`src/rtl/fadd32_pkg.sv`:
```
// Shared FP32 constants, adder mode encodings and accumulator state type.
package fadd32_pkg;

  localparam int unsigned FP_W = 32;

  localparam logic [FP_W-1:0] FP_POS_ZERO = 32'h0000_0000;
  localparam logic [FP_W-1:0] FP_QNAN     = 32'h7fc0_0000;

  localparam logic MODE_ADD = 1'b0;
  localparam logic MODE_SUB = 1'b1;

  typedef enum logic {
    ACC  = 1'b0,
    DONE = 1'b1
  } acc_state_t;

endpackage

```
`src/rtl/fadd32_acc_if.sv`:
```
// Sample-in / sum-out handshake bundle of the FP32 frame accumulator.
interface fadd32_acc_if #(
  parameter int unsigned CNT_W = 16
);
  logic             clear;
  logic             in_valid;
  logic             in_ready;
  logic [31:0]      in_data;
  logic             in_sub;
  logic             in_last;
  logic             out_valid;
  logic             out_ready;
  logic [31:0]      out_sum;
  logic [CNT_W-1:0] out_count;

  modport master (
    output clear, in_valid, in_data, in_sub, in_last, out_ready,
    input  in_ready, out_valid, out_sum, out_count
  );

  modport slave (
    input  clear, in_valid, in_data, in_sub, in_last, out_ready,
    output in_ready, out_valid, out_sum, out_count
  );
endinterface

```
`src/rtl/fadd32.sv`:
```
// Combinational IEEE-754 single-precision adder/subtractor, round-to-nearest-even,
// gradual underflow; NaN operands are returned unchanged.
module fadd32
  import fadd32_pkg::*;
(
  input  logic [31:0] a_i,
  input  logic [31:0] b_i,
  input  logic        mode_i,
  output logic [31:0] sum_c_o
);

  logic [31:0] b_eff;
  logic        a_nan, b_nan, a_inf, b_inf, swap;
  logic [7:0]  ea, eb, el, es, d, sh;
  logic [23:0] ma, mb, ml, ms;
  logic        sl, ss;
  logic [26:0] ext, lost, ms_sh, norm;
  logic [27:0] sum;
  logic [4:0]  lz;
  logic [8:0]  exp_n;
  logic        up;
  logic [24:0] rnd;

  // Align, add, normalise, round, then let specials override.
  always_comb begin
    b_eff = {b_i[31] ^ (mode_i == MODE_SUB), b_i[30:0]};
    a_nan = (&a_i[30:23]) && (|a_i[22:0]);
    b_nan = (&b_i[30:23]) && (|b_i[22:0]);
    a_inf = (&a_i[30:23]) && !(|a_i[22:0]);
    b_inf = (&b_i[30:23]) && !(|b_i[22:0]);
    // Subnormals use exponent 1 with no hidden bit
    ea = (a_i[30:23] == 8'd0) ? 8'd1 : a_i[30:23];
    eb = (b_i[30:23] == 8'd0) ? 8'd1 : b_i[30:23];
    ma = {|a_i[30:23], a_i[22:0]};
    mb = {|b_i[30:23], b_i[22:0]};
    swap = {ea, ma} < {eb, mb};
    el = swap ? eb : ea;
    es = swap ? ea : eb;
    ml = swap ? mb : ma;
    ms = swap ? ma : mb;
    sl = swap ? b_eff[31] : a_i[31];
    ss = swap ? a_i[31] : b_eff[31];
    d  = el - es;

    // Shift the smaller operand right, folding lost bits into a sticky bit
    ext   = {ms, 3'b000};
    lost  = '0;
    if (d >= 8'd27) begin
      ms_sh = {26'd0, |ms};
    end else begin
      ms_sh = ext >> d;
      lost  = ext & ((27'd1 << d) - 27'd1);
      ms_sh[0] = ms_sh[0] | (|lost);
    end

    if (sl == ss) sum = {1'b0, ml, 3'b000} + {1'b0, ms_sh};
    else          sum = {1'b0, ml, 3'b000} - {1'b0, ms_sh};

    lz = 5'd27;
    for (int i = 0; i < 27; i++) begin
      if (sum[i]) lz = 5'(26 - i);
    end

    // Left shift is capped so the exponent never drops below the subnormal floor
    sh = '0;
    if (sum[27]) begin
      norm  = sum[27:1] | {26'd0, sum[0]};
      exp_n = 9'(el) + 9'd1;
    end else begin
      sh    = ({3'b000, lz} > (el - 8'd1)) ? (el - 8'd1) : {3'b000, lz};
      norm  = sum[26:0] << sh;
      exp_n = 9'(el) - 9'(sh);
    end

    up  = norm[2] & (norm[1] | norm[0] | norm[3]);
    rnd = {1'b0, norm[26:3]} + 25'(up);
    if (rnd[24]) begin
      rnd   = rnd >> 1;
      exp_n = exp_n + 9'd1;
    end

    if (exp_n >= 9'd255)      sum_c_o = {sl, 8'hff, 23'd0};
    else if (!rnd[23])        sum_c_o = {sl & (rnd != 25'd0 || sl == ss), 8'd0, rnd[22:0]};
    else                      sum_c_o = {sl, exp_n[7:0], rnd[22:0]};

    if (a_nan)                          sum_c_o = a_i;
    else if (b_nan)                     sum_c_o = b_i;
    else if (a_inf && b_inf && (a_i[31] != b_eff[31])) sum_c_o = FP_QNAN;
    else if (a_inf)                     sum_c_o = a_i;
    else if (b_inf)                     sum_c_o = b_eff;
  end

endmodule

```
`src/rtl/fadd32_acc.sv`:
```
// Streaming FP32 frame accumulator: one sample per clock into a running sum,
// result held behind a valid/ready handshake until consumed.
module fadd32_acc
  import fadd32_pkg::*;
#(
  parameter int unsigned CNT_W = 16
) (
  input  logic          clk,
  input  logic          rst_n,
  fadd32_acc_if.slave   bus
);

  acc_state_t       state_q, state_d;
  logic [31:0]      acc_q, acc_d;
  logic [CNT_W-1:0] cnt_q, cnt_d;
  logic             run_q;
  logic [31:0]      fadd_sum_c;
  logic             in_ready_c;
  logic             accept_c;

  fadd32 u_fadd32 (
    .a_i     (acc_q),
    .b_i     (bus.in_data),
    .mode_i  (bus.in_sub),
    .sum_c_o (fadd_sum_c)
  );

  // run_q gives a clean synchronous release: no sample is taken during reset
  assign in_ready_c    = run_q && (state_q == ACC) && !bus.clear;
  assign accept_c      = bus.in_valid && in_ready_c;
  assign bus.in_ready  = in_ready_c;
  assign bus.out_valid = (state_q == DONE);
  assign bus.out_sum   = acc_q;
  assign bus.out_count = cnt_q;

  // Next-state: clear dominates, then accept in ACC or handshake in DONE.
  always_comb begin
    state_d = state_q;
    acc_d   = acc_q;
    cnt_d   = cnt_q;
    if (bus.clear) begin
      state_d = ACC;
      acc_d   = FP_POS_ZERO;
      cnt_d   = '0;
    end else begin
      case (state_q)
        ACC: begin
          if (accept_c) begin
            acc_d = fadd_sum_c;
            cnt_d = (&cnt_q) ? cnt_q : cnt_q + CNT_W'(1);
            if (bus.in_last) state_d = DONE;
          end
        end
        DONE: begin
          if (bus.out_ready) begin
            state_d = ACC;
            acc_d   = FP_POS_ZERO;
            cnt_d   = '0;
          end
        end
        default: state_d = ACC;
      endcase
    end
  end

  // State, accumulator and counter registers.
  always_ff @(posedge clk or negedge rst_n) begin
    if (!rst_n) begin
      state_q <= ACC;
      acc_q   <= FP_POS_ZERO;
      cnt_q   <= '0;
      run_q   <= 1'b0;
    end else begin
      state_q <= state_d;
      acc_q   <= acc_d;
      cnt_q   <= cnt_d;
      run_q   <= 1'b1;
    end
  end

endmodule

```
`src/flat_wrapper.sv`:
```
// flat-port wrapper written by rule: the top's interface ports become plain ports
module fadd32_acc_flat import fadd32_pkg::*;
#(
  parameter int unsigned CNT_W = 16
)
  (clk, rst_n, bus_clear, bus_in_valid, bus_in_data, bus_in_sub, bus_in_last, bus_out_ready, bus_in_ready, bus_out_valid, bus_out_sum, bus_out_count);
  fadd32_acc_if #(.CNT_W(CNT_W)) bus_i ();
  input  logic clk;
  input  logic rst_n;
  input wire logic [$bits(bus_i.clear)-1:0] bus_clear;
  input wire logic [$bits(bus_i.in_valid)-1:0] bus_in_valid;
  input wire logic [$bits(bus_i.in_data)-1:0] bus_in_data;
  input wire logic [$bits(bus_i.in_sub)-1:0] bus_in_sub;
  input wire logic [$bits(bus_i.in_last)-1:0] bus_in_last;
  input wire logic [$bits(bus_i.out_ready)-1:0] bus_out_ready;
  output wire logic [$bits(bus_i.in_ready)-1:0] bus_in_ready;
  output wire logic [$bits(bus_i.out_valid)-1:0] bus_out_valid;
  output wire logic [$bits(bus_i.out_sum)-1:0] bus_out_sum;
  output wire logic [$bits(bus_i.out_count)-1:0] bus_out_count;
  assign bus_i.clear = bus_clear;
  assign bus_i.in_valid = bus_in_valid;
  assign bus_i.in_data = bus_in_data;
  assign bus_i.in_sub = bus_in_sub;
  assign bus_i.in_last = bus_in_last;
  assign bus_i.out_ready = bus_out_ready;
  assign bus_in_ready = bus_i.in_ready;
  assign bus_out_valid = bus_i.out_valid;
  assign bus_out_sum = bus_i.out_sum;
  assign bus_out_count = bus_i.out_count;
  fadd32_acc #(.CNT_W(CNT_W)) u_core (.clk(clk), .rst_n(rst_n), .bus(bus_i));
endmodule
```
`config.mk`:
```
export PLATFORM = sky130hd
export DESIGN_NAME = fadd32_acc_flat
export DESIGN_NICKNAME = d
export VERILOG_FILES = /design/src/rtl/fadd32_pkg.sv /design/src/rtl/fadd32_acc_if.sv /design/src/rtl/fadd32.sv /design/src/rtl/fadd32_acc.sv /design/src/flat_wrapper.sv
export SDC_FILE = /design/constraint.sdc
export NUM_CORES = 1
export LEC_CHECK = 0
export CORE_MARGIN = 2
export CORE_UTILIZATION = 55
export CTS_BUF_LIST = sky130_fd_sc_hd__clkbuf_8
export DETAILED_ROUTE_END_ITERATION = 10
export PLACE_DENSITY = 0.78
export RECOVER_POWER = 50
export SYNTH_ARGS = -nofsm -noshare
export SYNTH_HDL_FRONTEND = slang
export SYNTH_SLANG_ARGS = --single-unit
```
`constraint.sdc`:
```
create_clock -name clk -period 13.8 [get_ports clk]
set_input_delay 1.38 -clock clk [delete_from_list [all_inputs] [get_ports clk]]
set_output_delay 1.38 -clock clk [all_outputs]
set_load 0.005 [all_outputs]
```
==> report_table.html, run 1 <==
<table>
<tr><th>Metric</th><th>Value</th></tr>
<tr><th colspan="2">Status</th></tr>
<tr><td>Outcome</td><td>did not finish</td></tr>
<tr><td>Failing step</td><td>global routing</td></tr>
<tr><td>Err</td><td>[ERROR GRT-0232] Routing congestion too high. Check the congestion heatmap in the GUI.</td></tr>
<tr><th colspan="2">Clock tree</th></tr>
<tr><td>Number of sinks on the clock net</td><td>50</td></tr>
<tr><td>CTS Root Buffer Type</td><td>sky130_fd_sc_hd__clkbuf_8</td></tr>
<tr><td>H-tree level count</td><td>2</td></tr>
<tr><td>Hold buffers post-CTS</td><td>0</td></tr>
<tr><td>Number of buffers added by the clock tree synthesis step</td><td>5</td></tr>
<tr><td>Buffer depth of the longest clock path</td><td>2</td></tr>
<tr><th colspan="2">Floorplan</th></tr>
<tr><td>I/O pins</td><td>between 80 and 90</td></tr>
<tr><td>Number of cell rows</td><td>between 50 and 60</td></tr>
<tr><td>Overall die height</td><td>167 um</td></tr>
<tr><td>Initial Utilization</td><td>56.1%</td></tr>
<tr><td>Die X-Extent</td><td>167 um</td></tr>
<tr><th colspan="2">Placed design</th></tr>
<tr><td>Area after detailed placement</td><td>between 20,000 and 25,000 um^2</td></tr>
<tr><td>Port bufs</td><td>88</td></tr>
<tr><td>Routability cong.</td><td>1.33</td></tr>
<tr><td>HPWL Detailed</td><td>57,200 um</td></tr>
<tr><th colspan="2">Yosys</th></tr>
<tr><td>Portion of the post-synthesis area used by sequential elements</td><td>between 8 and 9%</td></tr>
<tr><td>Most area-consuming cells after synthesis</td><td>sky130_fd_sc_hd__dfrtp_1 8.6%, sky130_fd_sc_hd__ha_1 8.3%, sky130_fd_sc_hd__nand2_1 5.8%</td></tr>
<tr><td>Distinct cell type count after synthesis</td><td>116</td></tr>
<tr><td>Area share of the largest cell type after synthesis</td><td>8.57%</td></tr>
<tr><td>Mapped Nets</td><td>roughly 2,300</td></tr>
<tr><td>Mapped cell area</td><td>14,600 um^2</td></tr>
<tr><td>Count of state elements after synthesis</td><td>50</td></tr>
<tr><td>Leading register cell type out of synthesis</td><td>sky130_fd_sc_hd__dfrtp_1</td></tr>
<tr><td>Post-synthesis area per instance</td><td>6.88 um^2</td></tr>
<tr><td>Warning count from the yosys run</td><td>0</td></tr>
<tr><td>Cell type with the largest total area after synthesis</td><td>sky130_fd_sc_hd__dfrtp_1</td></tr>
<tr><td>Gate count after technology mapping</td><td>2,123</td></tr>
<tr><td>FFs w/ async S/R, synth</td><td>100%</td></tr>
<tr><td>Post-synth EDFFs</td><td>0</td></tr>
<tr><th colspan="2">Global routing</th></tr>
<tr><td>Global router's overall resource usage</td><td>approximately three quarters</td></tr>
<tr><td>Maximum number of pins on one net before global-route repair</td><td>51</td></tr>
<tr><td>Sum of overflow across all layers after global routing</td><td>36</td></tr>
<tr><th colspan="2">Timing</th></tr>
<tr><td>Worst EP kind</td><td>sequential cell input</td></tr>
<tr><td>Worst Endpoint after GRT Repair</td><td>u_core.bus.out_sum[19]$_DFFE_PN0P_/D</td></tr>
</table>
## logic make-up after synthesis
group	Yosys count	synth area share, %
flops	50	8.57
buf+inv	250	7.03
mux	114	9.42
other cells	1	0.0257
compound gates	724	34.2
fa+ha+maj	100	8.65
xor+xnor	69	4.19
simple gates	815	27.9
## metrics by stage
step                std cells  worst slack [ns]  hold WS [ns]  TNS (ns)
detailed placement       3007            -0.977         0.562    -26.96
global placement         3007            -0.407         0.507     -9.39
floorplan                2123            -0.125         0.502     -1.63
CTS                      3073          0.000153         0.582         0
## what timing repair did
action	in CTS
pin swaps	65
endpoints found under the setup margin	32
buffers inserted	58
gates resized for setup	87
## synthesized netlist by cell type (all sizes together) (43+ instances only)
cell type    n
a211oi      43
a21oi      142
nand2      227
buf         50
clkbuf      90
ha          97
dfrtp       50
mux2i       73
o21ai      162
nor3        74
inv        109
nand3       71
nor2       200
## per-layer routing
layer / global-route usage [%] / GRT overflow
met5: 32.9 / 0
met4: 68.7 / 21
met3: 63.0 / 1
met2: 88.8 / 14
met1: 73.7 / 0
==> run 2, diff against run 1 <==
--- a/config.mk
+++ b/config.mk
@@ -6,10 +6,9 @@
 export NUM_CORES = 1
 export LEC_CHECK = 0
 export CORE_MARGIN = 2
-export CORE_UTILIZATION = 55
-export CTS_BUF_LIST = sky130_fd_sc_hd__clkbuf_8
+export CORE_UTILIZATION = 40
 export DETAILED_ROUTE_END_ITERATION = 10
-export PLACE_DENSITY = 0.78
+export PLACE_DENSITY_LB_ADDON = 0.15
 export RECOVER_POWER = 50
 export SYNTH_ARGS = -nofsm -noshare
 export SYNTH_HDL_FRONTEND = slang
==> constraint.sdc (replaced) <==
create_clock -name clk -period 17.94 [get_ports clk]
set_input_delay 1.794 -clock clk [delete_from_list [all_inputs] [get_ports clk]]
set_output_delay 1.794 -clock clk [all_outputs]
set_load 0.005 [all_outputs]
==> report_table.html, run 2 <==
<table>
<tr><th>Metric</th><th>Value</th></tr>
<tr><th colspan="2">Route</th></tr>
<tr><td>Number of design-rule violations left by the first detailed-router iteration</td><td>2,014</td></tr>
<tr><td>Antenna-violating nets left</td><td>0</td></tr>
<tr><td>DRC errors left</td><td>0</td></tr>
<tr><td>Total wire length</td><td>69,700 um</td></tr>
<tr><td>Average wire length per cell after detail routing</td><td>around 27 um</td></tr>
<tr><td>Number of vias per cell</td><td>6.79</td></tr>
<tr><td>DRT Pass-1 Iters</td><td>6</td></tr>
<tr><td>Overall via count from detail_route</td><td>17,800</td></tr>
<tr><th colspan="2">Critical path</th></tr>
<tr><td>Reg2reg start</td><td>u_core.bus.out_sum[24]$_DFFE_PN0P_</td></tr>
<tr><td>Cell mode on critical path</td><td>sky130_fd_sc_hd__a21oi_1</td></tr>
<tr><td>Worst path arrival time</td><td>17.27 ns</td></tr>
<tr><td>Critical Path Source</td><td>bus_in_data[23]</td></tr>
<tr><td>Crit path required time</td><td>18.09 ns</td></tr>
<tr><td>CP max stage cell</td><td>sky130_fd_sc_hd__or4b_1</td></tr>
<tr><td>Biggest cell delay along the critical path</td><td>0.79 ns</td></tr>
<tr><td>Crit path capture type</td><td>flop</td></tr>
<tr><td>Startpoint Class</td><td>input port</td></tr>
<tr><td>Type of the worst setup path</td><td>in -&gt; reg</td></tr>
<tr><td>Maximum fanout count along the critical path</td><td>17</td></tr>
<tr><th colspan="2">Floorplan</th></tr>
<tr><td>Number of cell rows</td><td>69</td></tr>
<tr><td>I/O pins</td><td>slightly below 90</td></tr>
<tr><td>Overall die height</td><td>195 um</td></tr>
<tr><td>Initial Utilization</td><td>between 40% and 50%</td></tr>
<tr><td>Area of the placeable core</td><td>35,700 um^2</td></tr>
<tr><td>Area of the die</td><td>38,100 um^2</td></tr>
<tr><td>Die X-Extent</td><td>just under 200 um</td></tr>
<tr><th colspan="2">Yosys</th></tr>
<tr><td>Gate count after technology mapping</td><td>2,123</td></tr>
<tr><td>Distinct cell type count after synthesis</td><td>116</td></tr>
<tr><td>Post-synthesis area per instance</td><td>just under 7 um^2</td></tr>
<tr><td>Mapped Nets</td><td>2,261</td></tr>
<tr><td>Most area-consuming cells after synthesis</td><td>sky130_fd_sc_hd__dfrtp_1 8.6%, sky130_fd_sc_hd__ha_1 8.3%, sky130_fd_sc_hd__nand2_1 5.8%</td></tr>
<tr><td>Top cell types by occurrence after synthesis</td><td>227 x sky130_fd_sc_hd__nand2_1, 199 x sky130_fd_sc_hd__nor2_1, 141 x sky130_fd_sc_hd__a21oi_1, 141 x sky130_fd_sc_hd__o21ai_0, 108 x sky130_fd_sc_hd__inv_1</td></tr>
<tr><td>Warning count from the yosys run</td><td>0</td></tr>
<tr><td>Count of state elements after synthesis</td><td>50</td></tr>
<tr><td>Leading register cell type out of synthesis</td><td>sky130_fd_sc_hd__dfrtp_1</td></tr>
<tr><td>Portion of the post-synthesis area used by sequential elements</td><td>around 8.6%</td></tr>
<tr><td>FFs w/ async S/R, synth</td><td>100%</td></tr>
<tr><td>Most repeated cell in the gate-level netlist after synthesis</td><td>sky130_fd_sc_hd__nand2_1</td></tr>
<tr><td>Mapped cell area</td><td>14,600 um^2</td></tr>
<tr><td>Post-synth EDFFs</td><td>0</td></tr>
<tr><td>Cell type with the largest total area after synthesis</td><td>sky130_fd_sc_hd__dfrtp_1</td></tr>
<tr><td>Area share of the largest cell type after synthesis</td><td>8.57%</td></tr>
<tr><th colspan="2">Hold path</th></tr>
<tr><td>Worst hold-check path type</td><td>reg -&gt; reg</td></tr>
<tr><td>Origin of the worst min-delay path</td><td>u_core.bus.out_count[0]$_DFFE_PN0P_</td></tr>
<tr><th colspan="2">Placed design</th></tr>
<tr><td>Area after detailed placement</td><td>between 15,000 and 20,000 um^2</td></tr>
<tr><td>Routability cong.</td><td>around 1.1</td></tr>
<tr><td>Port bufs</td><td>88</td></tr>
<tr><td>HPWL Detailed</td><td>roughly 56,000 um</td></tr>
<tr><td>Total instance count after detailed placement</td><td>2,603</td></tr>
<tr><th colspan="2">Clock tree</th></tr>
<tr><td>Clock Latency Late Sink</td><td>between 0.2 and 0.3 ns</td></tr>
<tr><td>Number of buffers added by the clock tree synthesis step</td><td>5</td></tr>
<tr><td>Buffer depth of the longest clock path</td><td>2</td></tr>
<tr><td>H-tree level count</td><td>2</td></tr>
<tr><td>Clock tree from TritonCTS</td><td>built</td></tr>
<tr><td>Clock-pin slew on the worst setup and hold paths</td><td>around 0.070 ns</td></tr>
<tr><td>Number of sinks on the clock net</td><td>50</td></tr>
<tr><td>CTS Root Buffer Type</td><td>sky130_fd_sc_hd__clkbuf_16</td></tr>
<tr><th colspan="2">Layout</th></tr>
<tr><td>Layout Nets</td><td>2,290</td></tr>
<tr><td>Share of final-layout standard cells stronger than drive strength 1</td><td>9.24%</td></tr>
<tr><td>Final standard cell area without fillers</td><td>16,300 um^2</td></tr>
<tr><td>Inserted Diodes</td><td>0</td></tr>
<tr><td>Combined area of the multi-input logic cells</td><td>12,400 um^2</td></tr>
<tr><td>Number of inserted filler cells in the final layout</td><td>3,777</td></tr>
<tr><td>Synth-to-Final Area Change</td><td>11.6%</td></tr>
<tr><td>Post-route insts no fill</td><td>2,614</td></tr>
<tr><td>Commonest cells after routing, fill and taps aside</td><td>224 x sky130_fd_sc_hd__nand2_1, 194 x sky130_fd_sc_hd__nor2_1, 139 x sky130_fd_sc_hd__a21oi_1</td></tr>
<tr><td>Flip-flop count of the largest register after layout</td><td>32</td></tr>
<tr><td>Most frequent standard cell in the layout excluding fill and tap cells</td><td>sky130_fd_sc_hd__nand2_1</td></tr>
<tr><td>Area of all sequential standard cells</td><td>1250 um^2</td></tr>
<tr><td>Share of the core filled with cells in the final layout</td><td>45.6%</td></tr>
<tr><th colspan="2">Timing</th></tr>
<tr><td>Remaining max-slew budget at the tightest pin</td><td>-78.5%</td></tr>
<tr><td>Setup violation total in the final timing report</td><td>0</td></tr>
<tr><td>Ratio of final minimum period to clock period</td><td>95.4%</td></tr>
<tr><td>Number of max-slew violations in the final report</td><td>51</td></tr>
<tr><td>Worst Hold Slack</td><td>approximately 0.55 ns</td></tr>
<tr><td>Max Fclk</td><td>about 0.058 GHz</td></tr>
<tr><td>Minimum clock period after layout</td><td>17.12 ns</td></tr>
<tr><td>Fin Clk Skew</td><td>approximately 0.0099 ns</td></tr>
<tr><td>Worst Tran Pin Value</td><td>~2.7 ns</td></tr>
<tr><td>Final hold violations</td><td>0</td></tr>
<tr><th colspan="2">Status</th></tr>
<tr><td>Outcome</td><td>finished with violations</td></tr>
<tr><td>Failing checks</td><td>max-capacitance violations, max-slew violations</td></tr>
<tr><th colspan="2">Global routing</th></tr>
<tr><td>Sum of overflow across all layers after global routing</td><td>0</td></tr>
<tr><td>Global router's overall resource usage</td><td>between 30% and 40%</td></tr>
<tr><td>Initial antenna violation count</td><td>0</td></tr>
<tr><td>First-pass GRT wire length</td><td>105,000 um</td></tr>
<tr><td>Maximum number of pins on one net before global-route repair</td><td>51</td></tr>
<tr><td>Vias in the first global route</td><td>16,600</td></tr>
<tr><th colspan="2">Flow run</th></tr>
<tr><td>Max-capacitance violation count</td><td>1</td></tr>
</table>
## run 2: cell counts after synthesis
No cell type changed its count.
## run 2: routing by layer
metal | wire [um] | global-route usage (%) | up-vias
met5 | 0 | 0 | -
met4 | 3290 | 14.5 | 0
met3 | 6250 | 5.06 | 156
met2 | 31200 | 56.9 | 979
met1 | 28900 | 48.1 | 8543
li1 | - | - | 8084
## run 2: timing repair
item	CTS	global route
gates cloned	0	0
pin swaps	0	4
resized for setup	2	25
hold buffers	0	0
endpoints found under the setup margin	14	32
buffers inserted	0	3
## run 2: final timing paths
path / to / slack, ns / cells after the start
min in group asynchronous: u_core.bus.out_count[11]$_DFFE_PN0P_ / 2.44 / 2
worst max-delay path: u_core.bus.out_sum[31]$_DFFE_PN0P_ / 0.82 / 68
max in group asynchronous: u_core.bus.out_sum[23]$_DFFE_PN0P_ / 13.98 / 2
worst min-delay path: u_core.bus.out_count[0]$_DFFE_PN0P_ / 0.55 / 1
worst min register to register: u_core.bus.out_count[0]$_DFFE_PN0P_ / 0.55 / 1
worst max register to register: u_core.bus.out_sum[31]$_DFFE_PN0P_ / 1.87 / 67
## run 2: area by class of cell
type	instances	area share, %
sequential	50	7.68
clock inverter	2	0.0768
timing repair buffer	162	8.92
inverter	110	2.55
tap	461	3.54
clock buffer	6	0.852
multi-input combinational	1823	76.4
## run 2: cells by family (layout without fill, tap and decap cells)
group           after synthesis  after routing  synth area share [%]
flops                        50             50                  8.57
xor+xnor                     69             69                  4.19
compound gates              724            724                  34.2
fa+ha+maj                   100            100                  8.65
simple gates                815            815                  27.9
other cells                   1              1                0.0257
mux                         114            114                  9.42
buf+inv                     250            280                  7.03
## run 2: metrics by stage
step             TNS, ns  setup slack, ns
2_1_floorplan          0             1.35
3_3_place_gp     -0.0779          -0.0266
3_5_place_dp       -5.17           -0.300
4_1_cts                0           0.0889
5_1_grt        -0.000195        -0.000195
6_report               0            0.819
## run 2: critical path: cells and delay by family
| kind | cells | cell delay, ns |
|---|---|---|
| multiplexers | 2 | 0.78 |
| AO/OA/AOI/OAI | 36 | 7.88 |
| adder cells (fa/ha/maj) | 5 | 0.98 |
| buffers and inverters | 7 | 1.24 |
| AND/OR/NAND/NOR | 18 | 4.52 |
Power of run 2 is left out: the tool's default activity adds up to more than one toggle a clock period on the data nets, which glitch-free logic cannot reach.
